==> config.mk <==
export PLATFORM = sky130hd
export DESIGN_NAME = piso_tx_sched
export DESIGN_NICKNAME = d
export VERILOG_FILES = /design/src/rtl/piso_tx_sched.sv
export SDC_FILE = /design/constraint.sdc
export NUM_CORES = 1
export LEC_CHECK = 0
export ABC_AREA = 0
export CAP_MARGIN = 20
export CORE_UTILIZATION = 45
export CTS_BUF_LIST = sky130_fd_sc_hd__clkbuf_8
export DETAILED_ROUTE_END_ITERATION = 10
export GPL_TIMING_DRIVEN = 1
export PLACE_DENSITY_LB_ADDON = 0.1
export SLEW_MARGIN = 20
export SYNTH_ARGS = -nofsm -noshare
export SYNTH_HDL_FRONTEND = slang
export SYNTH_SLANG_ARGS = --single-unit
==> constraint.sdc <==
create_clock -name Clk -period 2.2 [get_ports Clk]
set_clock_uncertainty 0.1 [all_clocks]
set_input_delay 0.55 -clock Clk [delete_from_list [all_inputs] [get_ports Clk]]
set_output_delay 0.55 -clock Clk [all_outputs]
set_load 0.01 [all_outputs]
==> src/rtl/piso_tx_sched.sv <==
// piso_tx_sched: two-requester round-robin transmit scheduler driving the
// load/shift control (sel/Din) of a WIDTH-bit PISO serializer.
// Each frame is one LOAD cycle followed by WIDTH-1 SHIFT cycles. Frames may
// run back to back with no gap.
// Optional feature macro: PISO_TX_PARITY_EN. It appends one PAR cycle per
// frame and drives par_out/par_slot. Without the macro, both outputs are 0.
module piso_tx_sched #(
  parameter int WIDTH = 4
) (
  input  logic             Clk,
  input  logic             reset,
  input  logic             req0_valid,
  input  logic [WIDTH-1:0] req0_data,
  output logic             req0_ready,
  input  logic             req1_valid,
  input  logic [WIDTH-1:0] req1_data,
  output logic             req1_ready,
  output logic             piso_sel,
  output logic [WIDTH-1:0] piso_din,
  output logic             frame_start,
  output logic             grant_id,
  output logic             busy,
  output logic             par_out,
  output logic             par_slot
);

  localparam int CW = (WIDTH > 2) ? $clog2(WIDTH - 1) : 1;

  typedef enum logic [1:0] {
    IDLE  = 2'd0,
    LOAD  = 2'd1,
    SHIFT = 2'd2,
    PAR   = 2'd3
  } state_t;

  state_t           state;
  logic [CW-1:0]    cnt;
  logic             ptr;
  logic             window;
  logic             xfer;
  logic             win_id;
  logic [WIDTH-1:0] win_data;

  // Accept window: open in IDLE and in the final cycle of a frame.
  always_comb begin
    window = 1'b0;
    case (state)
      IDLE:  window = 1'b1;
`ifdef PISO_TX_PARITY_EN
      PAR:   window = 1'b1;
`else
      SHIFT: window = (cnt == '0);
`endif
      default: window = 1'b0;
    endcase
  end

  // Round-robin arbitration. A lone valid always wins. On contention, ptr
  // picks the winner. Both readys are held low while reset is asserted.
  always_comb begin
    req0_ready = reset & window & req0_valid & (~req1_valid | ~ptr);
    req1_ready = reset & window & req1_valid & (~req0_valid |  ptr);
    xfer       = req0_ready | req1_ready;
    win_id     = req1_ready;
    win_data   = req1_ready ? req1_data : req0_data;
  end

`ifndef PISO_TX_PARITY_EN
  assign par_out  = 1'b0;
  assign par_slot = 1'b0;
`endif

  // Frame sequencer. The word is captured on transfer.
  // The final frame cycle either chains directly into LOAD (on a transfer)
  // or falls back to IDLE.
  always_ff @(posedge Clk or negedge reset) begin
    if (!reset) begin
      state       <= IDLE;
      cnt         <= '0;
      ptr         <= 1'b0;
      piso_sel    <= 1'b0;
      piso_din    <= '0;
      frame_start <= 1'b0;
      grant_id    <= 1'b0;
      busy        <= 1'b0;
`ifdef PISO_TX_PARITY_EN
      par_out     <= 1'b0;
      par_slot    <= 1'b0;
`endif
    end else begin
      if (xfer) begin
        piso_din <= win_data;
        grant_id <= win_id;
        ptr      <= ~win_id;
`ifdef PISO_TX_PARITY_EN
        par_out  <= ^win_data;
`endif
      end
      case (state)
        IDLE: begin
          if (xfer) begin
            state       <= LOAD;
            piso_sel    <= 1'b1;
            frame_start <= 1'b1;
            busy        <= 1'b1;
          end
        end
        LOAD: begin
          state       <= SHIFT;
          piso_sel    <= 1'b0;
          frame_start <= 1'b0;
          cnt         <= CW'(WIDTH - 2);
        end
        SHIFT: begin
          if (cnt != '0) begin
            cnt <= cnt - CW'(1);
          end else begin
`ifdef PISO_TX_PARITY_EN
            state    <= PAR;
            par_slot <= 1'b1;
`else
            if (xfer) begin
              state       <= LOAD;
              piso_sel    <= 1'b1;
              frame_start <= 1'b1;
            end else begin
              state <= IDLE;
              busy  <= 1'b0;
            end
`endif
          end
        end
        PAR: begin
`ifdef PISO_TX_PARITY_EN
          par_slot <= 1'b0;
          if (xfer) begin
            state       <= LOAD;
            piso_sel    <= 1'b1;
            frame_start <= 1'b1;
          end else begin
            state <= IDLE;
            busy  <= 1'b0;
          end
`else
          state <= IDLE;
          busy  <= 1'b0;
`endif
        end
        default: begin
          state <= IDLE;
          busy  <= 1'b0;
        end
      endcase
    end
  end

endmodule
# --- Word-level counts from Yosys, hierarchy flattened ---
# Index checks and enable logic that the tools add are counted.
totals:
  register_bits: 13
  in_bits: 12
  output_inout_bits: 12
  elab_cells: 56
op_classes:
  n_addsub: 1
  eq_ne: 7
  muxes: 18
  n_bitwise: 12
  reduce_logical: 10
op_table:
  columns: ["cell", "count"]
  rows:
  - ["one-hot mux 1 bit (3 select lines)", 3]
  - ["two-way mux 1 bit", 8]
  - ["inequality test 2 bit, second input constant", 4]
  - ["one-hot mux 2 bit (4 select lines)", 1]
  - ["two-way mux 2 bit", 3]
  - ["AND reduction 2 bit", 3]
  - ["nonzero test 3 bit", 2]
  - ["bitwise AND 1 bit", 5]
  - ["== test 2 bit, second input constant", 2]
  - ["logical NOT 2 bit", 2]
  - ["two-way mux 4 bit", 1]
  - ["inverter 1 bit", 4]
  - ["one-hot mux 2 bit (2 select lines)", 1]
  - ["AND reduction 4 bit", 1]
  - ["nonzero test 2 bit", 2]
  - ["bitwise OR 1 bit", 3]
  - ["== test 2 x 1 -> 1 bit, second input constant", 1]
  - ["one-hot mux 1 bit (2 select lines)", 1]
  - ["subtractor 2 x 1 -> 2 bit, second input constant", 1]

# --- Depth between registers and ports, before layout ---
logic_depth:
  ltp_word: 9
  depth_mapped: 6
  ltp_nobuf: 5

# --- Least setup slack after synthesis ---
# OpenSTA, ideal clock, no wires.
synth_timing:
  path_kind: "reg-to-output"
  start: "reg cnt[0]"
  end: "out req0_ready"
  arrival_time_ps: 1324
  t_required_ps: 1550
  setup_slack_ps: 226
  stages_incl_launch_ff: 6
  n_path_buf: 1
  cell_sequence: "dfrtp_1 -> inv_1 -> ha_1 -> nor2b_1 -> buf_6 -> a2111oi_4"
synth_between:
  elab_chain_len: 5
synth_rtl:
  columns: ["element", "line", "source"]
  rows:
  - ["start: declaration", "37", "logic [CW-1:0] cnt;"]
  - ["start signal: assignment", "112", "cnt <= CW'(WIDTH - 2);"]
  - ["start signal: assignment", "116", "cnt <= cnt - CW'(1);"]
  - ["logical NOT 2 bit", "52", "SHIFT: window = (cnt == '0);"]
  - ["one-hot mux 1 bit (2 select lines)", "47", "case (state)"]
  - ["bitwise AND 1 bit (3 in a row)", "61", "req0_ready = reset & window & req0_valid & (~req1_valid | ~ptr);"]
  - ["end: declaration", "14", "output logic req0_ready,"]
# Every way passes these cells.

# --- Final worst setup path ---
layout_timing:
  start: "in reset"
  end: "out req1_ready"
layout_between:
  elab_chain_len: 3
layout_rtl:
  columns: ["element", "line", "source"]
  rows:
  - ["start: declaration", "11", "input logic reset,"]
  - ["bitwise AND 1 bit (3 in a row)", "62", "req1_ready = reset & window & req1_valid & (~req0_valid | ptr);"]
  - ["end: declaration", "17", "output logic req1_ready,"]
# Every way passes these cells.

==> impl_results.md <==
* Most common cell after layout, fill and taps aside: clkdlybuf4s50_1
* Initial antenna violation count at 0
* # IOs at 24
* DIE AREA at 1660 µm²
* Place WS at -515 ps
* Starting density of the core at 50.0%
* Clock sink count at 13
* Comb pwr share at 52.4%
* Global-route wire length before repair at 2.19 mm
* Final Max Slew Viols at 0
* Pwr dens at 1270 nW/µm²
* Setup TNS at 0 ps
* Fmax at 487 MHz
* Async set or reset register ratio after synthesis at 100%
* Post-DP HPWL at 1.02 mm
* Post-DR vias/cell at 5.35
* Max incr delay on CP at 300 ps
* Max Cap Viol at 0
* Critical-path top delay cell: nor4b_4
* Pin count of the biggest net entering global routing at 15
* Chip width at 40.8 µm
* Htree depth at 1
* Synth-to-Final Area Change at 52.2%
* Post-CTS Hold Buffers at 0
* CTS tree: built
* Setup-failing EPs final at 0
* Internal power at 871 µW
* Vias at 594
* Critical path fanouts, max at 4
* Most frequent cells in the layout: 16 x clkdlybuf4s50_1, 14 x buf_4, 13 x dfrtp_1
* Syn avg cell area at 11.3 µm²
* Clock Tree Root: clkbuf_8
* Synth Flop Type: dfrtp_1
* All-layer global routing usage at 20.3%
* EDFF count, synth at 0
* Layout cells sized above 1 at 28.1%
* PnR worst setup slack at 146 ps
* Syn Inst Count at 60
* Yosys warnings at 0
* CP delay by family, top: buffers and inverters
* Clock slew at reported path FFs at 60 ps
* Switching share of total power at 33.1%
* Net count, final at 110
* PortBufs at 21
* CP cell instances: dlygate4sd2_1, nand2b_4, nor4b_4, buf_2
* Worst Setup Path Type: input port to primary output
* Vias in the first global route at 532
* Max Buffers Root-to-Sink at 2
* Rows at 13
* DRC viols at 0
* Worst Hold Class: input port to asynchronous set/reset pin
* RSZ-0062 raised after global routing: false
* Status: finished clean
* Fillers at 93
* Wire per inst at 12.2 µm
* Num CTS Buffers at 3
* Placed cell count at 106
* Die Ht at 40.8 µm
* Netlist Area Pre-Place at 676 µm²
* RePlAce Congestion at 0.695
* Final worst path period share at 93.3%
* Final Instance Count excl. Fillers at 111
* Detailed Route Iter0 Violations at 9
* Worst Path Required at 1550 ps
* CP Buf/Inv Count at 2
* NetSw at 430 µW
* Synth Register Bits at 13
* Diode count at 0
* Sequential Power Share at 31.8%
* Sequential area share after synthesis at 48.1%
* Post-DRT Antenna Nets at 0
* Worst Setup End Kind: primary output
* Pleak at 0.483 nW
* Final min period at 2050 ps
* Final hold violation count at 0
* Final WL at 1.35 mm
* Skew-Pair Late Insertion Delay at 240 ps
* CP Launch Type: input port
* Critical Path AT at 1400 ps
* Std-Cell Core Area at 1350 µm²
* Clk network pwr share at 15.8%
* Congestion Overflow GR at 0
* Pre-antenna DRT Iters at 4
* Synth cell types at 28
* Worst IR Drop VDD at 0.714 mV
==> area by class of cell <==
cell class                      instances  area, µm²  share of cell area (%)
Timing Repair Buffer                   35        302                    29.3
Clock buffer                            3       41.3                    4.01
Clock inverter                          1       3.75                   0.365
Tap cell                               15       18.8                    1.82
Multi-Input combinational cell         36        308                    29.9
Sequential cell                        13        325                    31.6
Inverter                                8       30.0                    2.92
==> state kept, by name (all words and copies together), names as in the netlist <==
name	cells
busy	1
piso_din	4
grant_id	1
frame_start	1
ptr	1
piso_sel	1
state	2
cnt	2
==> per-stage QoR <==
step                      utilization, %  total power, mW  hold WS, ps  instance area, µm²
after global routing                76.2             1.40          393                1030
final                               76.2             1.30          365                1030
after floorplan                        -            0.766          154                 679
after detailed placement            72.2             1.08          370                 975
after global placement              72.2             1.07          362                 975
after CTS                           75.8             1.31          367                1020
==> repair_timing <==
item	4_1_cts	5_1_grt
resized for setup	12	4
setup endpoints to repair	2	2
buffers inserted	2	0
pin swaps	2	1
==> cells by family (layout without fill, tap and decap cells) <==
| group | count (synthesis) | in the layout | synth area share, % |
|---|---|---|---|
| fa+ha+maj | 1 | 1 | 1.85 |
| buf+inv | 12 | 47 | 9.07 |
| flops | 13 | 13 | 48.1 |
| other cells | 1 | 2 | 0.555 |
| simple gates | 14 | 14 | 13.9 |
| compound gates | 19 | 19 | 26.5 |
==> synth_stat cells, types with 2 or more instances <==
cell type,instances,area [µm²]
dfrtp_1,13,325
o21bai_1,2,15.0
nand2_1,5,18.8
inv_1,7,26.3
buf_4,2,15.0
a221o_1,4,40.0
o31a_1,4,35.0
nor2b_1,2,12.5
nor2_1,2,7.51
==> power by group through the flow <==
stage | registers [mW] | logic [mW] | clock network, mW
floorplan | 0.444 | 0.322 | 0
global placement | 0.414 | 0.657 | 0
detailed placement | 0.414 | 0.663 | 0
CTS | 0.412 | 0.684 | 0.210
global route | 0.428 | 0.748 | 0.222
finish | 0.414 | 0.682 | 0.205
==> worst paths after layout <==
kind                                         start                       to  slack (ps)  depth (start not counted)
max in group asynchronous                    reset     state[1]$_DFFE_PN0P_        1470                          2
min in group Clk           frame_start$_DFFE_PN0P_  frame_start$_DFFE_PN0P_         390                          2
max reg2reg                     cnt[0]$_DFFE_PN0P_  piso_din[1]$_DFFE_PN0P_         530                          6
max                                          reset               req1_ready         150                          4
min                                          reset       cnt[0]$_DFFE_PN0P_         370                          2
min reg2reg                frame_start$_DFFE_PN0P_  frame_start$_DFFE_PN0P_         390                          2
==> metal layers <==
layer  wire (µm)  track usage [%]
met5           0                0
met2         671             33.7
met4          12             10.0
met3          67             3.26
met1         602             25.3
Power figures use the tool's default switching activity.
